$ cat config.mk
export PLATFORM = sky130hd
export DESIGN_NAME = conv_encoder
export DESIGN_NICKNAME = d
export VERILOG_FILES = /design/src/rtl/conv_encoder.sv
export SDC_FILE = /design/constraint.sdc
export NUM_CORES = 1
export LEC_CHECK = 0
export CORE_AREA = 2 2 39 41
export CTS_BUF_LIST = sky130_fd_sc_hd__clkbuf_4 sky130_fd_sc_hd__clkbuf_8
export DETAILED_ROUTE_END_ITERATION = 8
export DIE_AREA = 0 0 41 43
export SLEW_MARGIN = 20
export SYNTH_ARGS = -nofsm -noshare
export SYNTH_HDL_FRONTEND = slang
export SYNTH_SLANG_ARGS = --single-unit
$ cat constraint.sdc
create_clock -name clk -period 2.3 [get_ports clk]
set_input_delay 0.69 -clock clk [delete_from_list [all_inputs] [get_ports clk]]
set_output_delay 0.69 -clock clk [all_outputs]
set_load 0.005 [all_outputs]
$ cat src/rtl/conv_encoder.sv
// Rate-1/2 convolutional encoder with programmable generators.
// Newest bit enters sr at the MSB; each output bit is the parity of mask & sr.
module conv_encoder #(
    parameter int N = 4
) (
    input  logic         clk,
    input  logic         reset,
    input  logic         data_in,
    input  logic [1:0]   load_mask,
    input  logic [N-1:0] mask,
    output logic [1:0]   data_out
);

    logic [N-1:0] sr;
    logic [N-1:0] m0;
    logic [N-1:0] m1;

    // History shift: clear on reset, else shift data_in in at the MSB
    always_ff @(posedge clk) begin
        if (!reset) begin
            sr <= '0;
        end else begin
            sr <= {data_in, sr[N-1:1]};
        end
    end

    // Generator masks: load on strobe, untouched by reset
    always_ff @(posedge clk) begin
        if (load_mask[0]) begin
            m0 <= mask;
        end
        if (load_mask[1]) begin
            m1 <= mask;
        end
    end

    // Parity of the tapped history bits, no output register
    always_comb begin
        data_out    = 2'b00;
        data_out[0] = ^(m0 & sr);
        data_out[1] = ^(m1 & sr);
    end

endmodule

# After elaboration in Yosys (flattened, before gate mapping)
# Cells that the tools add are included.
# totals
reg_bits	12
inputBits	9
# op_classes
bitwise	2
n_reduce_logical	2
# ops
cell	n
$and A4 B4 Y4	2
$reduce_xor A4 Y1	2

# Logic depth before layout (Yosys ltp)
# depth
depth_word	2
mapped_depth	3
ltp_nobuf	3

# Worst setup path before layout
# OpenSTA, ideal clock, no wires.
# synth_timing
path_type	register to output
from	reg m1[0]
to	out data_out[1]
arrival_time_ns	0.722
path_slack_ns	0.888
stages_incl_launch_ff	4
n_path_buf	0
cell_sequence	edfxtp_1 -> nand2_1 -> xor2_1 -> xnor2_1
# synth_via
elab_chain_cells	2
# synth_lines
item	line	source
start, declared	16	logic [N-1:0] m1;
start signal, assigned	33	m1 <= mask;
$and A4 B4 Y4	41	data_out[1] = ^(m1 & sr);
$reduce_xor A4 Y1	41	
end, declared	11	output logic [1:0] data_out
# No other way between the ends.

# Worst setup path in the final report
# layout_timing
from	reg m0[0]
to	out data_out[0]
# layout_via
elab_chain_cells	2
# layout_lines
item	line	source
start, declared	15	logic [N-1:0] m0;
start signal, assigned	30	m0 <= mask;
$and A4 B4 Y4	40	data_out[0] = ^(m0 & sr);
$reduce_xor A4 Y1	40	
# No other way between the ends.

==> results by group <==
CTS
  • CTS tree: built
  • Clock buffers created by TritonCTS: 3
  • Clk Latency, worst-skew pair: 0.27 ns
  • # clock sinks: 12
  • CTS max path bufs: 2
  • Post-CTS setup buffer count: 0
  • Clock slew at reported path FFs: 0.08 ns
  • CTS root buffer: clkbuf_4
  • CTS H-tree lvls: 1

Routing
  • DRC viols: 0
  • Post-DRT Antenna Nets: 0
  • DR vias: 248
  • Vias/cell: 4.13
  • Post-Route WL: 625 µm
  • DRT iter0 DRCs: 0
  • Drt pass-1 iters: 1
  • WL/cell: 10.4 µm

Critical path
  • Max FO, Critical Path: 1
  • CP Class: reg2out
  • CP Capture Type: output pin
  • CP max-delay cell: edfxtp_1
  • Critical Path AT: 1.17 ns
  • Crit-path cells: nand2_1 > xor2_1 > xnor2_1 > dlymetal6s2s_1
  • Startpoint Class: flip-flop
  • Max incr delay on CP: 0.38 ns
  • Critical Path RT: 1.61 ns

Yosys
  • Avg Cell Area, Syn: 14.8 µm²
  • Xor and xnor area share after synthesis: 15.2%
  • Post-synthesis mux area share: 0%
  • Post-synthesis adder-cell area fraction: 0%
  • Yosys reg bits: 12
  • Compound-cell area share of the yosys netlist: 0%
  • Main combinational cell family by area after synthesis: XOR/XNOR gates
  • Top cell type's share of synthesized area: 54.1%
  • Synth Instances: 30
  • Yosys warning count: 0
  • Dominant cells by area after synthesis: edfxtp_1, dfxtp_1, xnor2_2, nand2_1, and2_1
  • Post-Synth Simple-Gate Area: 12.7%
  • Seq/Total Area, Yosys: 72.1%
  • Cell variety after synth: 8
  • Cell Area, Synth: 444 µm²
  • Syn_nets: 39
  • Synth area leader: edfxtp_1

STA
  • Max-slew headroom: 86.8%
  • RSZ-0062 raised after global routing: no
  • Min Tclk post-route: 1.86 ns
  • Worst setup margin: 0.440 ns
  • Measured slew at the worst slew-check pin: 0.198 ns
  • Final Skew: 0.00623 ns
  • # setup viols final: 0
  • Hold Fails Final Rpt: 0
  • Setup TNS Final: 0 ns
  • Max frequency: 538 MHz
  • Final Max Slew Viols: 0
  • Crit share post-route: 80.9%

Final layout
  • Area growth syn-to-layout: 34.1%
  • Layout Nets: 54
  • Fraction of layout cells with a size suffix above 1: 13.6%
  • Most frequent cells in the layout: nand2_1, clkdlybuf4s50_1, edfxtp_1, dfxtp_1
  • Reg area: 320 µm²
  • Area of the multi-input gates: 124 µm²
  • # diodes: 0
  • Fillcell total: 127

Global route
  • GRT Max-Usage Layer: met2
  • Antenna violations before repair: 0
  • Met3 Usage GRT: 3.14%
  • Met2 Use GR: 14.7%
  • Grt total ovfl: 0
  • Grt met1 use: 9.22%
  • Overall global routing resource usage: 9.71%
  • First-pass GRT wire length: 1040 µm
  • Vias in the first global route: 271
  • Largest net degree at the start of global routing: 8

Floorplanning
  • Die area: 0.00176 mm²
  • Starting density of the core: 32.1%
  • Die H: 43 µm
  • Die X-Extent: 41 µm
  • Core area: 0.00138 mm²
  • Std-Cell Rows: 14
  • Top Ports: 11

Power
  • Sequential group share of total power: 60.0%
  • Gate power share: 8.8%
  • Sw frac: 20.1%
  • Pwr/cell area: 697 mW/mm²
  • Cell internal pwr: 0.000332 W
  • Maximum vdd drop: 309 µV
  • Psw: 0.0000837 W
  • Clk network pwr share: 31.3%
  • Static Leakage: 0.237 nW

Placed design
  • Post-place setup slack: 0.330 ns
  • Routability cong.: 0.580
  • # port buffers: 10
  • Detail Placement HPWL: 495 µm

Min path
  • Worst Hold Class: reg2reg

Outcome
  • Status: complete, no violations

Run
  • MaxCap Viol Count: 0
-- logic make-up after synthesis --
group,count (synthesis)
AND/OR/NAND/NOR,12
XOR/XNOR,6
flip-flops,12
-- layout make-up --
| class | instances | area share [%] |
|---|---|---|
| Timing Repair Buffer | 10 | 17.6 |
| Clock buffer | 3 | 3.78 |
| Clock inverter | 1 | 0.630 |
| Multi-Input combinational cell | 18 | 20.8 |
| Tap cell | 16 | 3.36 |
| Sequential cell | 12 | 53.8 |
-- synth_stat cells --
library cell / n
xor2_1: 2
nand2_1: 8
and2_1: 3
xnor2_1: 2
and2_2: 1
xnor2_2: 2
edfxtp_1: 8
dfxtp_1: 4
-- routing by layer --
metal / share of wire [%] / wire [µm]
met5: 0 / 0
met3: 9.3 / 58
met2: 52 / 325
met1: 39 / 242
met4: 0 / 0
-- power groups by stage --
| stage | Combinational (W) | Sequential (W) | Clock [W] |
|---|---|---|---|
| 3_5_place_dp | 0.0000383 | 0.000254 | 0 |
| 3_3_place_gp | 0.0000368 | 0.000254 | 0 |
| 4_1_cts | 0.0000384 | 0.000250 | 0.000136 |
| 5_1_grt | 0.0000398 | 0.000251 | 0.000143 |
| 6_report | 0.0000364 | 0.000249 | 0.000130 |
| 2_1_floorplan | 0.0000129 | 0.000253 | 0 |
-- timing repair --
item | 4_1_cts | 5_1_grt
gates resized for setup | 0 | 2
endpoints found under the setup margin | 0 | 2
hold buffers | 0 | 0
-- critical path, delay by kind of cell, from the launching register on --
| family | cells | cell delay, ns |
|---|---|---|
| XOR/XNOR | 2 | 0.31 |
| flip-flops | 1 | 0.38 |
| buffers and inverters | 1 | 0.14 |
| AND/OR/NAND/NOR | 1 | 0.08 |
-- state kept, by name, indices dropped and copies added (netlist names) --
| register | flops |
|---|---|
| m0 | 4 |
| m1 | 4 |
| sr | 4 |
-- metrics by stage --
| step | hold slack [ns] | power, W | area, µm² | cells | util [%] |
|---|---|---|---|---|---|
| final | 0.495 | 0.000415 | 596 | 60 | 43.0 |
| after global routing | 0.522 | 0.000434 | 596 | 60 | 43.0 |
| after CTS | 0.506 | 0.000423 | 591 | 60 | 42.7 |
| after detailed placement | 0.481 | 0.000293 | 564 | 56 | 40.8 |
| after global placement | 0.479 | 0.000290 | 564 | 56 | 40.8 |
| after floorplan | 0.452 | 0.000266 | 444 | 30 | - |
-- final timing paths --
kind / from / to / slack [ns] / cells after the start
worst min-delay path: sr[1] / sr[0] / 0.49 / 1
worst min register to register: sr[1] / sr[0] / 0.49 / 1
worst max-delay path: m0[0] / data_out[0] / 0.44 / 4
worst max register to register: sr[3] / sr[2] / 1.71 / 1
No activity file was read; power rests on OpenSTA's default activity.
